File: src/rtl/counter_pkg.sv
// Shared counter definitions: saturation encodings, parameter legality and
// range-limit helpers used by the counter RTL and the existing counter bench.
package counter_pkg;

    typedef enum logic {
        SAT_WRAP = 1'b0,
        SAT_HOLD = 1'b1
    } sat_mode_e;

    localparam int MIN_WIDTH    = 2;
    localparam int MAX_WIDTH    = 32;
    localparam int MIN_PRESCALE = 1;
    localparam int MAX_PRESCALE = 256;

    function automatic bit prescale_legal(input int prescale);
        return (prescale >= MIN_PRESCALE) && (prescale <= MAX_PRESCALE);
    endfunction

    function automatic bit params_legal(input int width, input longint modulo,
                                        input int sat, input int prescale);
        bit ok;
        ok = (width >= MIN_WIDTH) && (width <= MAX_WIDTH);
        ok = ok && (modulo >= 2) && (modulo <= (longint'(1) << width));
        ok = ok && ((sat == 0) || (sat == 1));
        ok = ok && prescale_legal(prescale);
        return ok;
    endfunction

    function automatic sat_mode_e sat_mode(input int sat);
        return (sat != 0) ? SAT_HOLD : SAT_WRAP;
    endfunction

    // The range end is direction dependent: last value going up, zero going down.
    function automatic logic at_range_end(input logic [31:0] q, input logic up,
                                          input logic [31:0] last);
        return up ? (q == last) : (q == 32'd0);
    endfunction

    // A load value v is in range when v < MODULO, i.e. v <= MODULO-1.
    function automatic logic [31:0] clamp_load(input logic [31:0] v,
                                               input logic [31:0] last);
        return (v > last) ? last : v;
    endfunction

    function automatic logic [31:0] next_count(input logic [31:0] q, input logic up,
                                               input logic [31:0] last,
                                               input sat_mode_e mode);
        logic [31:0] r;
        if (at_range_end(q, up, last)) begin
            if (mode == SAT_HOLD)
                r = q;
            else
                r = up ? 32'd0 : last;
        end else begin
            r = up ? (q + 32'd1) : (q - 32'd1);
        end
        return r;
    endfunction

endpackage

File: src/rtl/counter_prescaler.sv
// Prescaler: counts qualified enable cycles and emits one step every PRESCALE of them.
module counter_prescaler #(
    parameter int PRESCALE = 1
) (
    input  logic clk,
    input  logic rstb,
    input  logic in,
    input  logic clr,
    output logic step
);
    import counter_pkg::*;

    localparam int PW = (PRESCALE > 1) ? $clog2(PRESCALE) : 1;
    localparam logic [PW-1:0] PHASE_LAST = PW'(PRESCALE - 1);

    if (!prescale_legal(PRESCALE)) begin : g_bad_prescale
        $error("counter_prescaler: PRESCALE out of range 1..256");
    end

    logic [PW-1:0] phase;

    assign step = in & ~clr & (phase == PHASE_LAST);

    always_ff @(posedge clk or negedge rstb) begin
        if (!rstb) begin
            phase <= '0;
        end else if (clr) begin
            phase <= '0;
        end else if (in) begin
            phase <= (phase == PHASE_LAST) ? '0 : phase + PW'(1);
        end
    end

endmodule

File: src/rtl/param_counter.sv
// Parameterised up/down modulo counter with prescaler, load, clear,
// optional saturation, terminal-count pulse and sticky overflow flag.
module param_counter #(
    parameter int     WIDTH    = 4,
    parameter longint MODULO   = 16,
    parameter int     SAT      = 0,
    parameter int     PRESCALE = 1
) (
    input  logic             clk,
    input  logic             rstb,
    input  logic             in,
    input  logic             up_dn,
    input  logic             clr,
    input  logic             load,
    input  logic [WIDTH-1:0] load_val,
    output logic [WIDTH-1:0] Q,
    output logic             tc,
    output logic             ovf
);
    import counter_pkg::*;

    if (!params_legal(WIDTH, MODULO, SAT, PRESCALE)) begin : g_bad_params
        $error("param_counter: illegal WIDTH/MODULO/SAT/PRESCALE combination");
    end

    // All range arithmetic runs on 32-bit views so MODULO = 2^WIDTH wraps naturally.
    localparam logic [31:0] LAST = 32'(MODULO - 1);
    localparam sat_mode_e   MODE = sat_mode(SAT);

    logic             step;
    logic             prescale_clr;
    logic             range_end;
    logic [WIDTH-1:0] q_next;
    logic [WIDTH-1:0] q_load;

    assign prescale_clr = clr | load;

    counter_prescaler #(
        .PRESCALE(PRESCALE)
    ) u_prescaler (
        .clk  (clk),
        .rstb (rstb),
        .in   (in),
        .clr  (prescale_clr),
        .step (step)
    );

    always_comb begin
        range_end = at_range_end(32'(Q), up_dn, LAST);
        q_next    = WIDTH'(next_count(32'(Q), up_dn, LAST, MODE));
        q_load    = WIDTH'(clamp_load(32'(load_val), LAST));
    end

    // Priority: clr, then load, then a prescaled step, else hold.
    always_ff @(posedge clk or negedge rstb) begin
        if (!rstb) begin
            Q   <= '0;
            tc  <= 1'b0;
            ovf <= 1'b0;
        end else if (clr) begin
            Q   <= '0;
            tc  <= 1'b0;
            ovf <= 1'b0;
        end else if (load) begin
            Q   <= q_load;
            tc  <= 1'b0;
        end else if (step) begin
            Q   <= q_next;
            tc  <= range_end;
            if (range_end)
                ovf <= 1'b1;
        end else begin
            tc  <= 1'b0;
        end
    end

endmodule
File: config.mk
export PLATFORM = sky130hd
export DESIGN_NAME = param_counter
export DESIGN_NICKNAME = d
export VERILOG_FILES = /design/src/rtl/counter_pkg.sv /design/src/rtl/counter_prescaler.sv /design/src/rtl/param_counter.sv
export SDC_FILE = /design/constraint.sdc
export NUM_CORES = 1
export LEC_CHECK = 0
export CAP_MARGIN = 20
export CORE_AREA = 2 2 39 41
export CTS_BUF_LIST = sky130_fd_sc_hd__clkbuf_16
export CTS_CLUSTER_SIZE = 28
export DETAILED_ROUTE_END_ITERATION = 12
export DIE_AREA = 0 0 41 43
export GPL_TIMING_DRIVEN = 0
export PLACE_DENSITY = 0.59
export SYNTH_ARGS = -nofsm -noshare
export SYNTH_HDL_FRONTEND = slang
export SYNTH_HIERARCHICAL = 1
export SYNTH_SLANG_ARGS = --single-unit
File: constraint.sdc
create_clock -name clk -period 2.1 [get_ports clk]
set_input_delay 0.315 -clock clk [delete_from_list [all_inputs] [get_ports clk]]
set_output_delay 0.315 -clock clk [all_outputs]
set_load 0.05 [all_outputs]
; Word level (Yosys, flattened, before mapping)
; Cells that the tools add are included.
[classes]
bitwise_logic = 5
n_addsub = 3
reduce_logical = 6
eq_ne = 2
mux = 17
[ops]
columns = operator, count
row1 = $mux 4, 6
row2 = $mux 1, 11
row3 = $reduce_bool 2->1, 3
row4 = $add 4x1->4 const B, 1
row5 = $eq 4x4->1 const B, 1
row6 = $logic_not 4->1, 1
row7 = $sub 4x1->4 const B, 1
row8 = $reduce_and 3->1, 1
row9 = $reduce_bool 3->1, 1
row10 = $and 1x1->1, 2
row11 = $ne 2x2->1 const B, 1
row12 = $not 1->1, 2
row13 = $add 1x1->1 const B, 1
row14 = $or 1x1->1, 1
[word_totals]
elab_cells = 37
regBits = 7

; Longest topological paths before layout
[depth]
ltp_word = 7
ltp_mapped = 7

; Modules after synthesis
; The synthesis kept the hierarchy.
[modules_own_cells]
columns = mod, area_each_um2, cells_each, n_inst
row1 = param_counter, 417.9, 40, 1
row2 = counter_prescaler, 13.8, 1, 1

; Worst setup path after synthesis
; Ideal clock, no wire load.
[synth_path]
kind = reg2reg
startpoint = register Q[0]
endpoint = register Q[2]
setup_slack_ns = 0.407
required_time_ns = 2.013
synth_period_minus_slack_ns = 1.693
t_arrival_ns = 1.606
n_path_buf = 0
path_stages_with_launch = 5
cell_sequence = dfrtp_1 -> inv_1 -> fa_1 -> xor2_1 -> a211oi_2
[synth_via]
elab_chain_len = 6
elab_cells_between_ends = 10
[synth_lines]
columns = item, line
row1 = from (decl), param_counter.sv:16  ; output logic [WIDTH-1:0] Q,
row2 = from (signal assigned), param_counter.sv:65  ; Q <= q_load;
row3 = from (signal assigned), param_counter.sv:68  ; Q <= q_next;
row4 = $sub 4x1->4 (tied with other cells), counter_pkg.sv:55  ; r = up ? (q + 32'd1) : (q - 32'd1);
row5 = $mux 4 or $mux 1 (tied branches), "counter_pkg.sv:55, counter_pkg.sv:36"
row6 = $mux 4 (*), counter_pkg.sv:49  ; if (at_range_end(q, up, last)) begin
row7 = $mux 4 (*), param_counter.sv:67  ; end else if (step) begin
row8 = $mux 4 (*), param_counter.sv:64  ; end else if (load) begin
row9 = $mux 4 (*), param_counter.sv:60  ; end else if (clr) begin
; Mark *: on every way between the ends. The rest lies on a longest branch, timed or not. The select of a mux whose other input is x is not followed.
; A chain may end at the register's enable or synchronous reset.

; Worst setup path after layout
[layout_path]
startpoint = input port up_dn
endpoint = register Q[3]
[layout_via]
elab_chain_len = 5
elab_cells_between_ends = 7
[layout_lines]
columns = item, line
row1 = from (decl), param_counter.sv:12  ; input logic up_dn,
row2 = $mux 4 (tied with other cells), counter_pkg.sv:55
row3 = $mux 4 (*), counter_pkg.sv:49
row4 = $mux 4 (*), param_counter.sv:67
row5 = $mux 4 (*), param_counter.sv:64
row6 = $mux 4 (*), param_counter.sv:60
; Marked as above.

==> results.json <==
{
  "status": "completed",
  "cts_root_buffer": "clkbuf_16",
  "synth_seq_area_share_pct": 34.8,
  "grt_util_all_layers_pct": 14.8,
  "p_per_area_nw_per_um2": 815,
  "synth.distinct_cells": 20,
  "hp-class": "in2async",
  "synth-edff-count": 0,
  "ioPinCount": 16,
  "syn_nets": 54,
  "slew_violations": 0,
  "hold_violations": 0,
  "cpPeakStageDelay_ns": 0.59,
  "reg2reg_from": "Q[1]",
  "reg2reg_depth": 5,
  "worst-slew-pin-transition_ns": 0.492,
  "insertion_delay_ns": 0.23,
  "num_vias": 379,
  "fin_crit_ns": 1.85,
  "max_freq_ghz": 0.541,
  "grt_max_degree": 8,
  "ir_worst_vdd_uv": 495,
  "arrival_ns": 1.98,
  "worst_r2r_endpoint": "Q[3]",
  "gp_congestion": 0.704,
  "first_pass_iters": 4,
  "yosys-top-cells-area": "dfrtp_1 (35%), a211oi_2 (8.7%), ha_1 (5.8%)",
  "grt_pass1_wl_um": 1700,
  "reg2reg_slack_ns": 0.55,
  "critPathMaxFanout": 5,
  "area.growth.synth_to_final_pct": 56.8,
  "p_leak_nw": 0.301,
  "path_buf_inv": 2,
  "drc_errors": 0,
  "io_buffer_count": 15,
  "drt_iter0_drc": 3,
  "clk_pin_slew_worst_paths_ns": 0.03,
  "dp_slack_ns": 0.00625,
  "grt_overflow_total": 0,
  "drive_gt1_share_pct": 15.3,
  "worstSetupEndpoint": "Q[3]",
  "crit_path_start_kind": "input pin",
  "crit_type": "in2reg",
  "final_antenna_net_count": 0,
  "cts_sinks": 6,
  "relSlewSlack_pct": 67.1,
  "final-setup-viol-count": 0,
  "grt_setup_unrepaired": "false",
  "cp-end-kind": "register",
  "yosysMostFrequentCell": "dfrtp_1",
  "crit_cells": 7,
  "cts-htree-levels": 1,
  "start_util_pct": 31.2,
  "cts_tree": "done",
  "synth_seq_cells": 6,
  "cts-hold-fix-buffers": 0,
  "holdWs_ns": 0.322,
  "antenna_found_initial": 0,
  "std_cell_rows": 14,
  "cpLargestDelayFamily": "buffers and inverters",
  "cts_buffer_depth": 2,
  "chipWidth_um": 41,
  "dp_cells": 72,
  "post-synth-top-area-cell": "dfrtp_1",
  "fin_skew_ns": 0.00168,
  "via_per_inst": 5.05,
  "cts_resized": 0,
  "synth_top_area_share_pct": 34.8,
  "totalWireLength_um": 995,
  "die-area_sq_um": 1760,
  "slowest_stage": "clkdlybuf4s50_1",
  "setup_ws_ns": 0.252,
  "grt_pass1_vias": 397,
  "wl_per_cell_um": 13.3,
  "core-area_sq_um": 1380,
  "setup_tns_ns": 0,
  "finalCritPeriodShare_pct": 88.0,
  "path_cells": "clkdlybuf4s50_1, inv_1, ha_1, a21o_1, a21oi_1, xnor2_1, a211oi_2",
  "max_cap_violations": 0,
  "antennaDiodeCount": 0,
  "syn_inst": 41,
  "fin_cells": 75,
  "fin_nets": 74,
  "async_reset_ff_share_pct": 100,
  "post_cts_buffers": 0,
  "synth-main-ff-cell": "dfrtp_1",
  "syn-cell-area_sq_um": 432,
  "ys_warn_count": 6,
  "yosys-top-cells-count": "dfrtp_1 (6), inv_1 (5), a211oi_2 (3), o21ai_0 (3), or3_1 (3)",
  "dp.final_hpwl_um": 749,
  "startpoint": "up_dn",
  "avgSynthCellArea_sq_um": 10.5,
  "fin_util_pct": 48.9,
  "cts_made_buffers": 3,
  "die_height_um": 43,
  "required_ns": 2.23
}
-- power by group --
| part | internal [mW] | switching [mW] | leakage (nW) |
|---|---|---|---|
| registers | 0.122 | 0.00999 | 0.0799 |
| clock network | 0.244 | 0.0634 | 0.0370 |
| logic | 0.0513 | 0.0602 | 0.185 |
-- cell families (layout without fill, tap and decap cells) --
family                     after synthesis  count (layout)  share of synthesized area (%)
xor gates and xnor gates                 4               4                           8.12
DFF                                      6               6                           34.8
and+or+nand+nor                         11              11                           19.7
AOI/OAI and AO/OA                       11              11                           20.3
muxes                                    1               1                           2.32
buffers and inverters                    5              23                           4.35
adders and majority gates                3               3                           10.4
-- per-layer routing --
metal | vias up | track usage, % | share of wire (%) | routed length (um)
met1 | 175 | 17.9 | 42 | 416
met2 | 15 | 22.2 | 48 | 480
li1 | 185 | - | - | -
met5 | - | 0 | 0 | 0
met3 | 4 | 4.71 | 7.7 | 77
met4 | 0 | 8.00 | 2.1 | 21
-- flip-flops by register name, summed over array words and instances (netlist names) --
register	cells
Q	4
tc	1
ovf	1
-- cell usage in the layout, fill, tap and decap left out, types with 2 or more instances in the layout --
cell type,n
a211oi_2,3
a21o_1,2
a21oi_1,2
clkbuf_16,3
clkdlybuf4s50_1,15
dfrtp_1,6
ha_1,2
inv_1,5
nor2_1,2
o21ai_0,3
or3_1,3
xnor2_1,2
xor2_1,2
-- area by class of cell --
| class | count | area, sq um |
|---|---|---|
| clock buffers | 3 | 75.1 |
| fillers | 143 | 707 |
| inverters | 5 | 18.8 |
| multi-input cells | 30 | 263 |
| flip-flops and latches | 6 | 150 |
| well taps | 16 | 20.0 |
| repair buffers | 15 | 150 |
-- worst min path at each step --
| stage | endpoint | slack (ns) | startpoint |
|---|---|---|---|
| finish | ovf | 0.32 | rstb |
| global route | Q[2] | 0.35 | rstb |
| CTS | ovf | 0.33 | rstb |
| detailed placement | ovf | 0.48 | ovf |
| global placement | ovf | 0.47 | ovf |
| floorplan | Q[0] | 0.02 | rstb |
-- stage by stage --
stage          power (mW)  instance area (sq um)
3_5_place_dp        0.246                    602
5_1_grt             0.577                    677
6_report            0.551                    677
2_1_floorplan       0.200                    432
3_3_place_gp        0.244                    602
4_1_cts             0.561                    677
Note: power is estimated with default switching activity, not from simulation.
